<file path="src/rtl/depackager.sv">
// Receive-side frame depackager: hunts for the header byte, gathers ADC_COUNT
// big-endian samples and presents them as parallel words with a frame strobe.
module depackager #(
  parameter int unsigned ADC_DATA_WIDTH = 16,
  parameter int unsigned ADC_COUNT      = 6,
  parameter int unsigned TIMEOUT_CYCLES = 1024,
  parameter logic [7:0]  HEADER         = 8'hFF
) (
  input  logic                      mclkin,
  input  logic                      rst,
  input  logic                      rx_valid,
  input  logic [7:0]                rx_data,
  output logic                      rx_ready,
  output logic [ADC_DATA_WIDTH-1:0] data_adc_0,
  output logic [ADC_DATA_WIDTH-1:0] data_adc_1,
  output logic [ADC_DATA_WIDTH-1:0] data_adc_2,
  output logic [ADC_DATA_WIDTH-1:0] data_adc_3,
  output logic [ADC_DATA_WIDTH-1:0] data_adc_4,
  output logic [ADC_DATA_WIDTH-1:0] data_adc_5,
  output logic                      frame_valid,
  output logic                      frame_error,
  output logic [15:0]               frame_count
);

  localparam int unsigned NBYTES = 2 * ADC_COUNT;
  localparam int unsigned IW     = $clog2(NBYTES);
  localparam int unsigned TW     = $clog2(TIMEOUT_CYCLES);
  localparam logic [IW-1:0] ILAST = IW'(NBYTES - 1);
  localparam logic [TW-1:0] TLAST = TW'(TIMEOUT_CYCLES - 2);

  typedef enum logic [1:0] {HUNT, PAYLOAD, COMMIT} state_t;

  state_t                    state, state_nx;
  logic [IW-1:0]             idx;
  logic [TW-1:0]             tcnt;
  logic                      xfer;
  logic                      timeout;
  logic [ADC_DATA_WIDTH-1:0] stage  [ADC_COUNT];
  logic [ADC_DATA_WIDTH-1:0] data_q [ADC_COUNT];

  assign xfer = rx_valid && rx_ready;

  // rx_ready is gated by the reset input so it reads 0 while held in reset.
  always_comb begin
    state_nx = state;
    timeout  = 1'b0;
    rx_ready = rst && (state != COMMIT);
    case (state)
      HUNT:    if (xfer && rx_data == HEADER) state_nx = PAYLOAD;
      PAYLOAD: begin
        if (xfer) begin
          if (idx == ILAST) state_nx = COMMIT;
        end else if (tcnt == TLAST) begin
          timeout  = 1'b1;
          state_nx = HUNT;
        end
      end
      COMMIT:  state_nx = HUNT;
      default: state_nx = HUNT;
    endcase
  end

  always_ff @(posedge mclkin or negedge rst) begin
    if (!rst) begin
      state       <= HUNT;
      idx         <= '0;
      tcnt        <= '0;
      frame_valid <= 1'b0;
      frame_error <= 1'b0;
      frame_count <= '0;
      for (int unsigned i = 0; i < ADC_COUNT; i++) begin
        stage[i]  <= '0;
        data_q[i] <= '0;
      end
    end else begin
      state       <= state_nx;
      frame_valid <= (state == COMMIT);
      frame_error <= timeout;
      case (state)
        HUNT: begin
          if (xfer && rx_data == HEADER) begin
            idx  <= '0;
            tcnt <= '0;
          end
        end
        PAYLOAD: begin
          if (xfer) begin
            tcnt <= '0;
            idx  <= idx + 1'b1;
            if (!idx[0]) stage[idx[IW-1:1]][ADC_DATA_WIDTH-1 -: 8] <= rx_data;
            else         stage[idx[IW-1:1]][7:0]                  <= rx_data;
          end else if (tcnt != '1) begin
            tcnt <= tcnt + 1'b1;
          end
        end
        COMMIT: begin
          for (int unsigned i = 0; i < ADC_COUNT; i++) data_q[i] <= stage[i];
          frame_count <= frame_count + 16'd1;
        end
        default: ;
      endcase
    end
  end

  assign data_adc_0 = data_q[0];
  assign data_adc_1 = data_q[1];
  assign data_adc_2 = data_q[2];
  assign data_adc_3 = data_q[3];
  assign data_adc_4 = data_q[4];
  assign data_adc_5 = data_q[5];

endmodule

</file>
<file path="config.mk">
export PLATFORM = sky130hd
export DESIGN_NAME = depackager
export DESIGN_NICKNAME = d
export VERILOG_FILES = /design/src/rtl/depackager.sv
export SDC_FILE = /design/constraint.sdc
export NUM_CORES = 1
export LEC_CHECK = 0
export ABC_CLOCK_PERIOD_IN_PS = 2950
export BUFFER_PORTS_ARGS = -buffer_cell sky130_fd_sc_hd__buf_2
export CAP_MARGIN = 20
export CORE_UTILIZATION = 57
export DETAILED_ROUTE_END_ITERATION = 16
export PLACE_DENSITY = 0.78
export RECOVER_POWER = 100
export REMOVE_ABC_BUFFERS = 1
export SKIP_LAST_GASP = 1
export SYNTH_ARGS = -nofsm -noshare
export SYNTH_HDL_FRONTEND = slang
export SYNTH_SLANG_ARGS = --single-unit
</file>
<file path="constraint.sdc">
create_clock -name mclkin -period 2.95 [get_ports mclkin]
set_input_delay 0.1475 -clock mclkin [delete_from_list [all_inputs] [get_ports mclkin]]
set_output_delay 0.1475 -clock mclkin [all_outputs]
set_load 0.02 [all_outputs]
</file>
==> flow_summary.toml <==
[synthesis]
postSynthCellCount = 796
synth-seq-cells = 226
netlist_area_sq_mm = 0.008895
seq_area_frac_synth_pct = 63.58
yosys_warnings = 0
ys_types = 38
avgSynthCellArea_sq_um = 11.17

[global_route]
grt_pass1_wl_um = 31060
gr-total-overflow = 0
grt_max_degree = 105
grt_util_all_layers_pct = 24.47
grt_pass1_vias = 6003
antenna_found_initial = 1

[power]
swShare_pct = 21.11
powerDensity_mw_per_mm2 = 609.7
p_comb_share_pct = 3.4
p_seq_share_pct = 51.4
power_switching_mw = 1.317
peakVddDrop_mv = 0.3526
internal-power_mw = 4.922
clkPwrFrac_pct = 45.2
leakagePower_nw = 5.372

[routing]
routed_wl_um = 18820
vias = 6044
vias_per_cell = 5.372
drt-initial-drc-count = 403
wire_per_inst_um = 16.72
drcViolationCount = 0
drtPass1Iterations = 5
drtAntennaViolNets = 0

[flow_run]
drv_cap = 0

[final_layout]
seq_area_sq_mm = 0.005655
drive_above_1_share_pct = 15.58
layout.nets = 936
area_growth_pct = 15.05
final_common_cell = "nand2_1"
utilization_pct = 67.32
final_cell_mix = "311 x nand2_1, 226 x dfrtp_1, 126 x clkbuf_1"
multi_input_area_sq_mm = 0.003017
n_antenna_cell = 0
fillers = 1232
final_area_sq_mm = 0.01023

[floorplanning]
die_w_um = 126.9
core_region_area_sq_mm = 0.01520
start_util_pct = 58.51
row_count = 45
io_pins = 126
die_y_um = 126.9
die_area_sq_mm = 0.01611

[sta]
tightest_slew_ns = 1.094
hold_viol_final = 0
clock.fmax_mhz = 390.4
rsz0062_at_grt = "no"
relSlewSlack_pct = 27.08
setup_viol = 0
fin_worst_skew_ns = 0.01565
timing.final.crit_period_ns = 2.561
fin_tns_setup_ns = 0
setup_ws_ns = 0.3886
fin_crit_sh_pct = 86.83
report.final.slew_viol_count = 0

[critical_path]
cp_max_fo = 99
cp.required_ns = 2.80
path_class = "reg -> out"
cp.arrival_ns = 2.41
cp-start-kind = "flip-flop"
endpoint_kind = "output port"

[min_path]
hold_path_class = "in -> async"

[cts]
clock_latency_ns = 0.50
cts_tree = "built"
clock_path_buffers = 3
path_clk_slew_ns = 0.06
cts-htree-levels = 1
cts_buffers = 23
cts_resized = 0
hold_buffers = 1
cts_sinks = 226
cts-root-buf = "clkbuf_16"
post_cts_buffers = 0

[place]
port_buffers = 125
placement.cell_area_sq_mm = 0.009684
dp_slack_ns = 0.7501
place_congestion = 0.8106
dp_hpwl_um = 11400

[status]
status = "completed"
## cell type report
cell class	instances	area share, %
timing repair buffer	136	5.465
multi-input combinational	528	29.48
clock inverter	4	0.4402
inverter	6	0.2323
clock buffer	37	6.822
tap	188	2.299
sequential	226	55.26
## worst max-delay path, cell delays in order (launching register included)
cell	delay (ns)
dfrtp_1	0.39
or2b_2	0.18
buf_4	0.76
and2_1	0.23
clkbuf_1	0.22
## final timing paths
path	startpoint	end	slack, ns	depth (start not counted)
worst max register to register	state[1]$_DFFE_PN0P_	stage[93]$_DFFE_PN0P_	0.49	5
worst max-delay path	state[1]$_DFFE_PN0P_	rx_ready	0.39	4
max in group asynchronous	rst	data_adc_0[6]$_DFFE_PN0P_	0.64	5
worst min register to register	stage[8]$_DFFE_PN0P_	data_adc_5[8]$_DFFE_PN0P_	0.45	2
worst min-delay path	rst	data_adc_2[13]$_DFFE_PN0P_	0.09	2
min in group mclkin	rx_data[4]	stage[60]$_DFFE_PN0P_	0.17	2
## flip-flops by register name (all words and copies together), names as in the netlist
signal,cells
data_adc_3,16
idx,4
frame_count,16
data_adc_5,16
state,2
data_adc_1,16
data_adc_4,16
tcnt,10
stage,96
data_adc_2,16
data_adc_0,16
frame_valid,1
frame_error,1
## synth_stat cells
cell type,count,area (sq um)
nand3_1,13,65.06
or3_1,3,18.77
o21ai_0,13,65.06
xnor2_1,11,96.34
o22ai_1,1,6.260
and2_2,2,15.01
or3b_2,1,8.760
nand4_1,8,50.05
a31oi_1,3,18.77
buf_6,1,11.26
nand2_4,1,11.26
or2b_2,1,8.760
clkbuf_1,32,120.1
and2_1,1,6.260
o31ai_1,3,22.52
and4_1,5,43.79
o311ai_0,1,8.760
nor2_1,16,60.06
nand2_1,310,1164
mux2_4,8,120.1
inv_1,6,22.52
dfrtp_1,226,5655
a31o_2,1,8.760
ha_1,4,50.05
and3_1,6,37.54
xor2_1,4,35.03
nor2_2,6,37.54
or3_2,1,7.510
o22a_1,2,17.52
nor3_1,4,20.02
buf_1,1,3.750
buf_2,2,10.01
nand2b_1,3,18.77
and2b_4,1,10.01
a21oi_1,5,25.02
mux2_2,88,991.0
a211oi_1,1,7.510
nor3_4,1,16.27
## through the flow
| step | total power, mW | std cells | hold slack (ns) |
|---|---|---|---|
| floorplan | 3.341 | 760 | -0.1481 |
| global placement | 3.476 | 1081 | 0.001515 |
| detailed placement | 3.487 | 1081 | 0.004119 |
| CTS | 6.290 | 1123 | 0.09536 |
| global route | 6.465 | 1125 | 0.1060 |
| finish | 6.239 | 1125 | 0.08992 |
## logic make-up after synthesis
| logic type | Yosys count | share of synthesized area, % |
|---|---|---|
| AO/OA/AOI/OAI | 30 | 2.026 |
| XOR/XNOR | 15 | 1.477 |
| adder cells (fa/ha/maj) | 4 | 0.5627 |
| buffers and inverters | 42 | 1.885 |
| flip-flops | 226 | 63.58 |
| multiplexers | 96 | 12.49 |
| AND/OR/NAND/NOR | 383 | 17.98 |
## metal layers
layer | vias to the layer above | GRT usage (%) | wire length, um
met5 | - | 0 | 13
met4 | 2 | 5.742 | 259
met3 | 28 | 3.585 | 775
met2 | 135 | 40.56 | 9206
met1 | 3034 | 34.53 | 8560
li1 | 2845 | - | -
## power by group through the flow
stage	clock network [mW]	registers, mW	logic, mW
after floorplan	0	3.25	0.0946
after global routing	3.01	3.21	0.243
after CTS	2.86	3.21	0.226
final	2.82	3.21	0.213
after global placement	0	3.26	0.216
after detailed placement	0	3.26	0.224
Power figures use the tool's default switching activity.
